File: src/rtl/if_prefetch.sv
// if_prefetch: pipelined instruction-fetch front end.
// Issues fetch requests under a credit limit, tags returned instructions
// with their PC in a small FIFO, and supports redirect (flush + restart)
// by counting and discarding responses still owed for stale requests.
//
// Handshake semantics (all interfaces): a transfer happens on a rising
// clock edge where the valid-type signal and the ready-type signal are both
// high. Request side: inst_ena is valid, inst_ready is ready, and
// inst_addr is held stable while inst_ena is high and inst_ready is low.
// Response side has no back-pressure: inst_rvalid is always accepted.
// Decode side: out_valid is valid, out_ready is ready; out_valid comes
// only from registered FIFO state.
module if_prefetch #(
    parameter int                    ADDR_WIDTH = 64,
    parameter int                    INST_WIDTH = 32,
    parameter int                    DEPTH      = 4,
    parameter logic [ADDR_WIDTH-1:0] RESET_PC   = 64'h0000_0000_8000_0000
) (
    input  logic                  clk,
    input  logic                  rst,
    output logic [ADDR_WIDTH-1:0] inst_addr,
    output logic                  inst_ena,
    input  logic                  inst_ready,
    input  logic [INST_WIDTH-1:0] inst,
    input  logic                  inst_rvalid,
    input  logic                  redirect_valid,
    input  logic [ADDR_WIDTH-1:0] redirect_pc,
    output logic                  out_valid,
    input  logic                  out_ready,
    output logic [INST_WIDTH-1:0] out_inst,
    output logic [ADDR_WIDTH-1:0] out_pc
);

    localparam int PW  = $clog2(DEPTH);
    localparam int CW  = PW + 1;
    localparam int CW1 = CW + 1;
    localparam logic [ADDR_WIDTH-1:0] PC_INC    = ADDR_WIDTH'(INST_WIDTH / 8);
    localparam logic [CW:0]           DEPTH_LIM = CW1'(DEPTH);

    // Control state
    logic [ADDR_WIDTH-1:0] r_pc;
    logic [ADDR_WIDTH-1:0] r_resp_pc;
    logic [PW-1:0]         r_wptr;
    logic [PW-1:0]         r_rptr;
    logic [CW-1:0]         r_count;
    logic [CW-1:0]         r_inflight;
    logic [CW-1:0]         r_drop_cnt;

    // FIFO storage (not reset; validity is carried by r_count)
    logic [INST_WIDTH-1:0] r_inst_mem [DEPTH];
    logic [ADDR_WIDTH-1:0] r_pc_mem   [DEPTH];

    logic [CW:0]   w_credit_used;
    logic          w_issue;
    logic          w_resp;
    logic          w_drop;
    logic          w_push;
    logic          w_pop;
    logic [CW-1:0] w_inflight_after_resp;

    // Every request in flight owns a FIFO slot, so a response can never
    // find the FIFO full.
    assign w_credit_used = {1'b0, r_count} + {1'b0, r_inflight};
    assign inst_ena      = !rst && !redirect_valid && (w_credit_used < DEPTH_LIM);
    assign inst_addr     = r_pc;

    assign w_issue = inst_ena && inst_ready;
    // A response with nothing in flight is a protocol violation: ignore it.
    assign w_resp  = inst_rvalid && (r_inflight != '0);
    assign w_drop  = w_resp && (r_drop_cnt != '0);
    assign w_push  = w_resp && !w_drop;
    assign w_pop   = out_valid && out_ready;

    assign w_inflight_after_resp = r_inflight - CW'(w_resp);

    assign out_valid = (r_count != '0);
    assign out_inst  = out_valid ? r_inst_mem[r_rptr] : '0;
    assign out_pc    = out_valid ? r_pc_mem[r_rptr]   : '0;

    // Fetch PC, response PC, FIFO pointers and in-flight/drop accounting
    always_ff @(posedge clk or posedge rst) begin
        if (rst) begin
            r_pc       <= RESET_PC;
            r_resp_pc  <= RESET_PC;
            r_wptr     <= '0;
            r_rptr     <= '0;
            r_count    <= '0;
            r_inflight <= '0;
            r_drop_cnt <= '0;
        end else if (redirect_valid) begin
            // Everything requested so far is stale; drop what is still owed.
            r_pc       <= redirect_pc;
            r_resp_pc  <= redirect_pc;
            r_wptr     <= '0;
            r_rptr     <= '0;
            r_count    <= '0;
            r_inflight <= w_inflight_after_resp;
            r_drop_cnt <= w_inflight_after_resp;
        end else begin
            if (w_issue) begin
                r_pc <= r_pc + PC_INC;
            end
            r_inflight <= r_inflight + CW'(w_issue) - CW'(w_resp);
            if (w_drop) begin
                r_drop_cnt <= r_drop_cnt - 1'b1;
            end
            if (w_push) begin
                r_wptr    <= r_wptr + 1'b1;
                r_resp_pc <= r_resp_pc + PC_INC;
            end
            if (w_pop) begin
                r_rptr <= r_rptr + 1'b1;
            end
            r_count <= r_count + CW'(w_push) - CW'(w_pop);
        end
    end

    // FIFO write port: tag each accepted instruction with its PC
    always_ff @(posedge clk) begin
        if (!rst && w_push && !redirect_valid) begin
            r_inst_mem[r_wptr] <= inst;
            r_pc_mem[r_wptr]   <= r_resp_pc;
        end
    end

endmodule

File: config.mk
export PLATFORM = sky130hd
export DESIGN_NAME = if_prefetch
export DESIGN_NICKNAME = d
export VERILOG_FILES = /design/src/rtl/if_prefetch.sv
export SDC_FILE = /design/constraint.sdc
export NUM_CORES = 1
export LEC_CHECK = 0
export ABC_CLOCK_PERIOD_IN_PS = 12200
export BUFFER_PORTS_ARGS = -buffer_cell sky130_fd_sc_hd__buf_2
export CAP_MARGIN = 20
export CORE_MARGIN = 1
export CORE_UTILIZATION = 35
export DETAILED_ROUTE_END_ITERATION = 6
export HOLD_SLACK_MARGIN = 0.05
export MAX_ROUTING_LAYER = met4
export PLACE_DENSITY_LB_ADDON = 0.25
export REMOVE_ABC_BUFFERS = 1
export SYNTH_ARGS = -nofsm -noshare
export SYNTH_HDL_FRONTEND = slang
export SYNTH_SLANG_ARGS = --single-unit
export TNS_END_PERCENT = 10
File: constraint.sdc
create_clock -name clk -period 12.2 [get_ports clk]
set_clock_uncertainty 0.05 [all_clocks]
set_input_delay 1.83 -clock clk [delete_from_list [all_inputs] [get_ports clk]]
set_output_delay 1.83 -clock clk [all_outputs]
set_load 0.01 [all_outputs]
Word level (Yosys, flattened, before mapping)
Memory sizes are Yosys's and may differ from the RTL's.
Cells that the tools add are included.
Widths: inputs -> output; s select.
Storage, ports and cells
  register bits after elaboration: 141
  RAM bits: 384
  bits of input ports: 102
  output and inout bits: 162
  word-level logic and storage cells: 56
  memories: 2
Memory list
  r_pc_mem: depth 4, width 64, rd ports 1, clocked after memory_dff 0, write ports 1, line 51  | logic [ADDR_WIDTH-1:0] r_pc_mem [DEPTH];
  r_inst_mem: depth 4, width 32, rd ports 1, clocked after memory_dff 0, write ports 1, line 50  | logic [INST_WIDTH-1:0] r_inst_mem [DEPTH];
Operators by class
  add/subtract/negate cells: 11
  magnitude comparators: 1
  mux-type cells: 16
  reduce and logical (&&, ||, !) cells: 19
Operators with widths (number)
  $mux 64: 5
  $add 64x3->64 const B: 2
  $mux 32: 1
  $mux 3: 4
  $logic_and 1x1->1: 9
  $reduce_bool 3->1: 3
  $sub 3x1->3: 3
  $mux 2: 4
  $reduce_bool 2->1: 4
  $add 3x1->3: 2
  $add 2x1->2 const B: 2
  $add 3x3->4: 1
  $lt 4x3->1 const B: 1
  $logic_not 1->1: 3
  $sub 3x1->3 const B: 1
  $mux 1: 2

Depth between registers and ports, before layout
  depth after elaboration: 9
  gate-level depth with buffers: 14
  depth with buffers taken out: 12

Worst setup path before layout
OpenSTA, ideal clock, no wires.
  path type: in2reg
  start point: input inst_rvalid
  end point: memory r_inst_mem[0][0], enable pin
  library setup time: 466 ps
  data arrival time: 4812 ps
  required time: 11684 ps
  setup slack: 6871 ps
  stages on the path: 4
  buffers on the path: 1
  path through: o31ai_2 -> nor2_1 -> clkbuf_1 -> and3_1
On the way
  word-level cells in the longest chain between the ends: 8
Ends and longest elaborated chain
  from (decl): line 25  | input logic inst_rvalid,
  $logic_and 1x1->1 (*): line 69  | assign w_resp = inst_rvalid && (r_inflight != '0);
  $logic_and 1x1->1: line 70  | assign w_drop = w_resp && (r_drop_cnt != '0);
  $logic_not 1->1: line 71  | assign w_push = w_resp && !w_drop;
  $logic_and 1x1->1 (*): line 71
  $logic_and 1x1->1 (*) (2 in a row): line 120  | if (!rst && w_push && !redirect_valid) begin
  $mux 1 (*): line 120
  $mux 1 (implied by the code) (*): line 121  | r_inst_mem[r_wptr] <= inst;
  to (decl): line 50
Mark *: on every way between the ends. The rest lies on a longest branch, timed or not.

Final worst setup path
  start point: register r_rptr[0]
  end point: output out_pc[46]
On the way
  word-level cells in the longest chain between the ends: 2
Ends and longest elaborated chain
  from (decl): line 44  | logic [PW-1:0] r_rptr;
  from (signal assigned): line 112  | r_rptr <= r_rptr + 1'b1;
  $mem_v2 4x64
  $mux 64: line 78  | assign out_pc = out_valid ? r_pc_mem[r_rptr] : '0;
  to (decl): line 31  | output logic [ADDR_WIDTH-1:0] out_pc
Every way passes these cells.

==> flow_summary_export.csv <==
group,metric,value,unit
route,dr_total_vias,15141,
clock_tree,path_clk_slew,0.06,ns
worst_hold_path,hp-class,"reg -> reg",
yosys,synthTopCellsByArea,"edfxtp_1 50%, dfrtp_1 15%, mux4_2 9.3%, and2_1 3.1%, nand2_1 1.9%",
sta,report.final.slew_viol_count,0,
yosys,synth_top_flop_cell,"edfxtp_1",
worst_setup_path,worstSetupStartpointType,"flip-flop",
worst_setup_path,crit_start,"r_rptr[0]",
global_routing,grt_pass1_wl,96100,µm
global_routing,grt_max_degree,81,
clock_tree,clk_path_buf_depth,3,
floorplanning,core.rowCount,93,
worst_setup_path,worst_path_max_delay_cell,"dfrtp_4",
route,first_pass_iters,7,
route,ant_nets,0,
sta,rsz0062_at_grt,"false",
route,wl_met3,3250,µm
worst_setup_path,critPathCaptureType,"output pin",
worst_setup_path,cp.arrival,3.93,ns
power,p_total,4940,µW
yosys,synth.largest_area_cell,"edfxtp_1",
floorplanning,core_area,64900,µm²
clock_tree,cts-resized-gates,0,
worst_setup_path,cp.depth,5,
worst_setup_path,cp_top_family,"buffers and inverters",
yosys,async_flop_share,26.9,%
global_routing,antenna_found_initial,0,
yosys,synth_area,23200,µm²
power,peakVddDrop,96.5,µV
floorplanning,die_w,259,µm
clock_tree,root_buffer,"clkbuf_16",
final_layout,drive_gt1_share,26.0,%
floorplanning,io_pins,264,
clock_tree,clk_latency,0.60,ns
global_routing,grt_use_total,19.6,%
yosys,ys_ff_latch,525,
sta,finalHoldViolations,0,
worst_setup_path,critPathRequiredTime,10.32,ns
route,avgRoutedWirePerCell,23.1,µm
worst_setup_path,path_cells,"buf_4 -> buf_4 -> mux4_2 -> and2_1 -> buf_2",
clock_tree,post_cts_buffers,0,
worst_setup_path,r2r-start,"r_inflight[2]",
yosys,synthDistinctLibCells,59,
worst_setup_path,reg2reg_slack,8.55,ns
route,highest_layer,"met4",
clock_tree,numCtsBuffers,56,
final_layout,syn_to_final_growth,17.4,%
yosys,yosysWarnings,0,
route,drt-met1-wl,28000,µm
sta,tightestPinTransition,1.01,ns
floorplanning,start_util,35.7,%
route,drtIter0Drc,1030,
floorplanning,die_area,67200,µm²
worst_setup_path,path_max_fanout,36,
worst_setup_path,path_buf_inv,3,
power,p_leak,0.00963,µW
sta,finalSetupTns,0,ns
clock_tree,cts_tree,"built",
sta,slew_headroom,32.5,%
place,dp_hpwl,42100,µm
route,routed_via_density,5.46,
yosys,syn_area_per_cell,14.4,µm²
sta,hold_ws,0.472,ns
route,wl_met2,30600,µm
place,port_buffers,263,
worst_setup_path,max_stage_delay,0.90,ns
worst_setup_path,crit_path_frequent_cell,"buf_4",
yosys,yosys.area.top_type_share,49.8,%
sta,clock.fmax,172,MHz
route,routed_wl,64000,µm
flow_run,maxCapViolations,0,
place,gp_congestion,0.848,
global_routing,first_global_vias,15188,
yosys,synth_seq_area_share,65.0,%
final_layout,nFillCells,6018,
worst_setup_path,rr_worst_depth,13,
final_layout,nets,1987,
sta,setup_viol,0,
floorplanning,die_h,259,µm
worst_setup_path,crit_end,"out_pc[46]",
run_status,status,"completed",
worst_setup_path,crit_type,"reg -> out",
worst_setup_path,rr_endpoint,"r_inflight[2]",
yosys,syn_inst,1613,
power,p_per_area,182,nW/µm²
clock_tree,cts_hold_buf,0,
clock_tree,htree_num_levels,2,
sta,fin_crit_sh,47.6,%
global_routing,grt-ovfl-total,0,
route,drc_errors,0,
clock_tree,clock_sinks,525,
yosys,synth-edff-count,384,
sta,period_needed,5.81,ns
[flip-flops by register name, indices dropped and copies added (netlist names)]
name and flops:
r_drop_cnt 3, r_wptr 2, r_inst_mem 128, r_count 3
r_rptr 2, inst_addr 64, r_inflight 3, r_pc_mem 256
r_resp_pc 64
[stage by stage]
step                worst slack, ns  util [%]  instance area [µm²]  instances
floorplan                      5.69         -                22800       1527
global placement               6.91      39.1                25400       2663
detailed placement             6.89      39.1                25400       2663
CTS                            6.23      41.8                27200       2769
global route                   6.03      41.9                27200       2770
finish                         6.39      41.9                27200       2771
[worst min-delay path by stage]
| stage | from | to | slack [ns] | depth (start not counted) |
|---|---|---|---|---|
| after global placement | r_resp_pc[1] | r_pc_mem[2][1] | 0.45 | 0 |
| after floorplan | r_resp_pc[0] | r_pc_mem[0][0] | 0.43 | 0 |
| after CTS | r_resp_pc[1] | r_pc_mem[2][1] | 0.48 | 0 |
| after detailed placement | r_resp_pc[1] | r_pc_mem[2][1] | 0.46 | 0 |
| after global routing | r_resp_pc[1] | r_pc_mem[0][1] | 0.50 | 0 |
| final | r_resp_pc[1] | r_pc_mem[2][1] | 0.47 | 0 |
[placed cells by master, fill, tap and decap left out, types with 16 or more instances in the layout]
master	synthesis	layout
a21oi_1	17	17
a31oi_1	27	27
and2_1	115	115
and3_1	29	25
buf_2	16	262
buf_4	1	19
clkbuf_16	0	57
clkinv_2	0	18
dfrtp_1	139	137
edfxtp_1	384	384
ha_1	16	16
inv_1	33	32
mux4_2	96	96
nand2_1	120	120
nand3_1	74	74
nand4_1	71	71
nor2_1	54	53
nor4_1	18	18
o211ai_1	36	36
o21ai_0	73	73
o311ai_0	19	19
or3_1	26	25
or4_1	21	21
xor2_1	34	34
[where the power goes]
group	leakage (µW)	internal [µW]	switching [µW]
registers	0.00514	2020	172
logic	0.00360	495	581
clock network	0.000890	966	704
total	0.00963	3480	1460
[layer usage]
metal  vias to the layer above  global-route usage (%)
met2                       470                    30.1
li1                       6818                       -
met1                      7745                    26.3
met5                         -                       -
met4                         0                    6.68
met3                       108                    3.33
[cell type report]
| class | count | area, µm² | share of cell area [%] |
|---|---|---|---|
| diodes | 1 | 2.50 | 0.00920 |
| flip-flops and latches | 525 | 15100 | 55.4 |
| multi-input cells | 967 | 7650 | 28.1 |
| well taps | 855 | 1070 | 3.93 |
| repair buffers | 282 | 1480 | 5.45 |
| clock buffers | 69 | 1480 | 5.45 |
| inverters | 35 | 136 | 0.501 |
| clock inverters | 37 | 307 | 1.13 |
[synth_stat cells (4+ instances only)]
master	number
or4b_1	4
dfrtp_1	139
o311ai_0	19
nand4_1	71
o31a_1	5
and2_1	115
nand3_1	74
a31oi_1	27
and4_1	14
o21ai_0	73
xnor2_1	13
or3_1	26
nand2b_1	9
a21oi_1	17
buf_2	16
ha_1	16
edfxtp_1	384
nand2_1	120
nor2b_1	4
inv_1	33
and3_1	29
or4_1	21
buf_1	4
nor2_1	54
o211ai_1	36
nor4_1	18
mux4_2	96
clkbuf_1	65
mux2i_1	7
mux2_2	6
o31ai_1	6
nor3_1	13
xor2_1	34
[logic make-up (layout without fill, tap and decap cells)]
group	count (synthesis)	in the layout	synth area share, %
buffers and inverters	121	423	2.06
other	0	1	0
AOI/OAI and AO/OA	205	205	5.77
adders and majority gates	18	18	1.04
muxes	109	109	9.93
and+or+nand+nor	588	588	14.4
xor gates and xnor gates	47	47	1.78
DFF	525	525	65.0
Power figures use the tool's default switching activity.
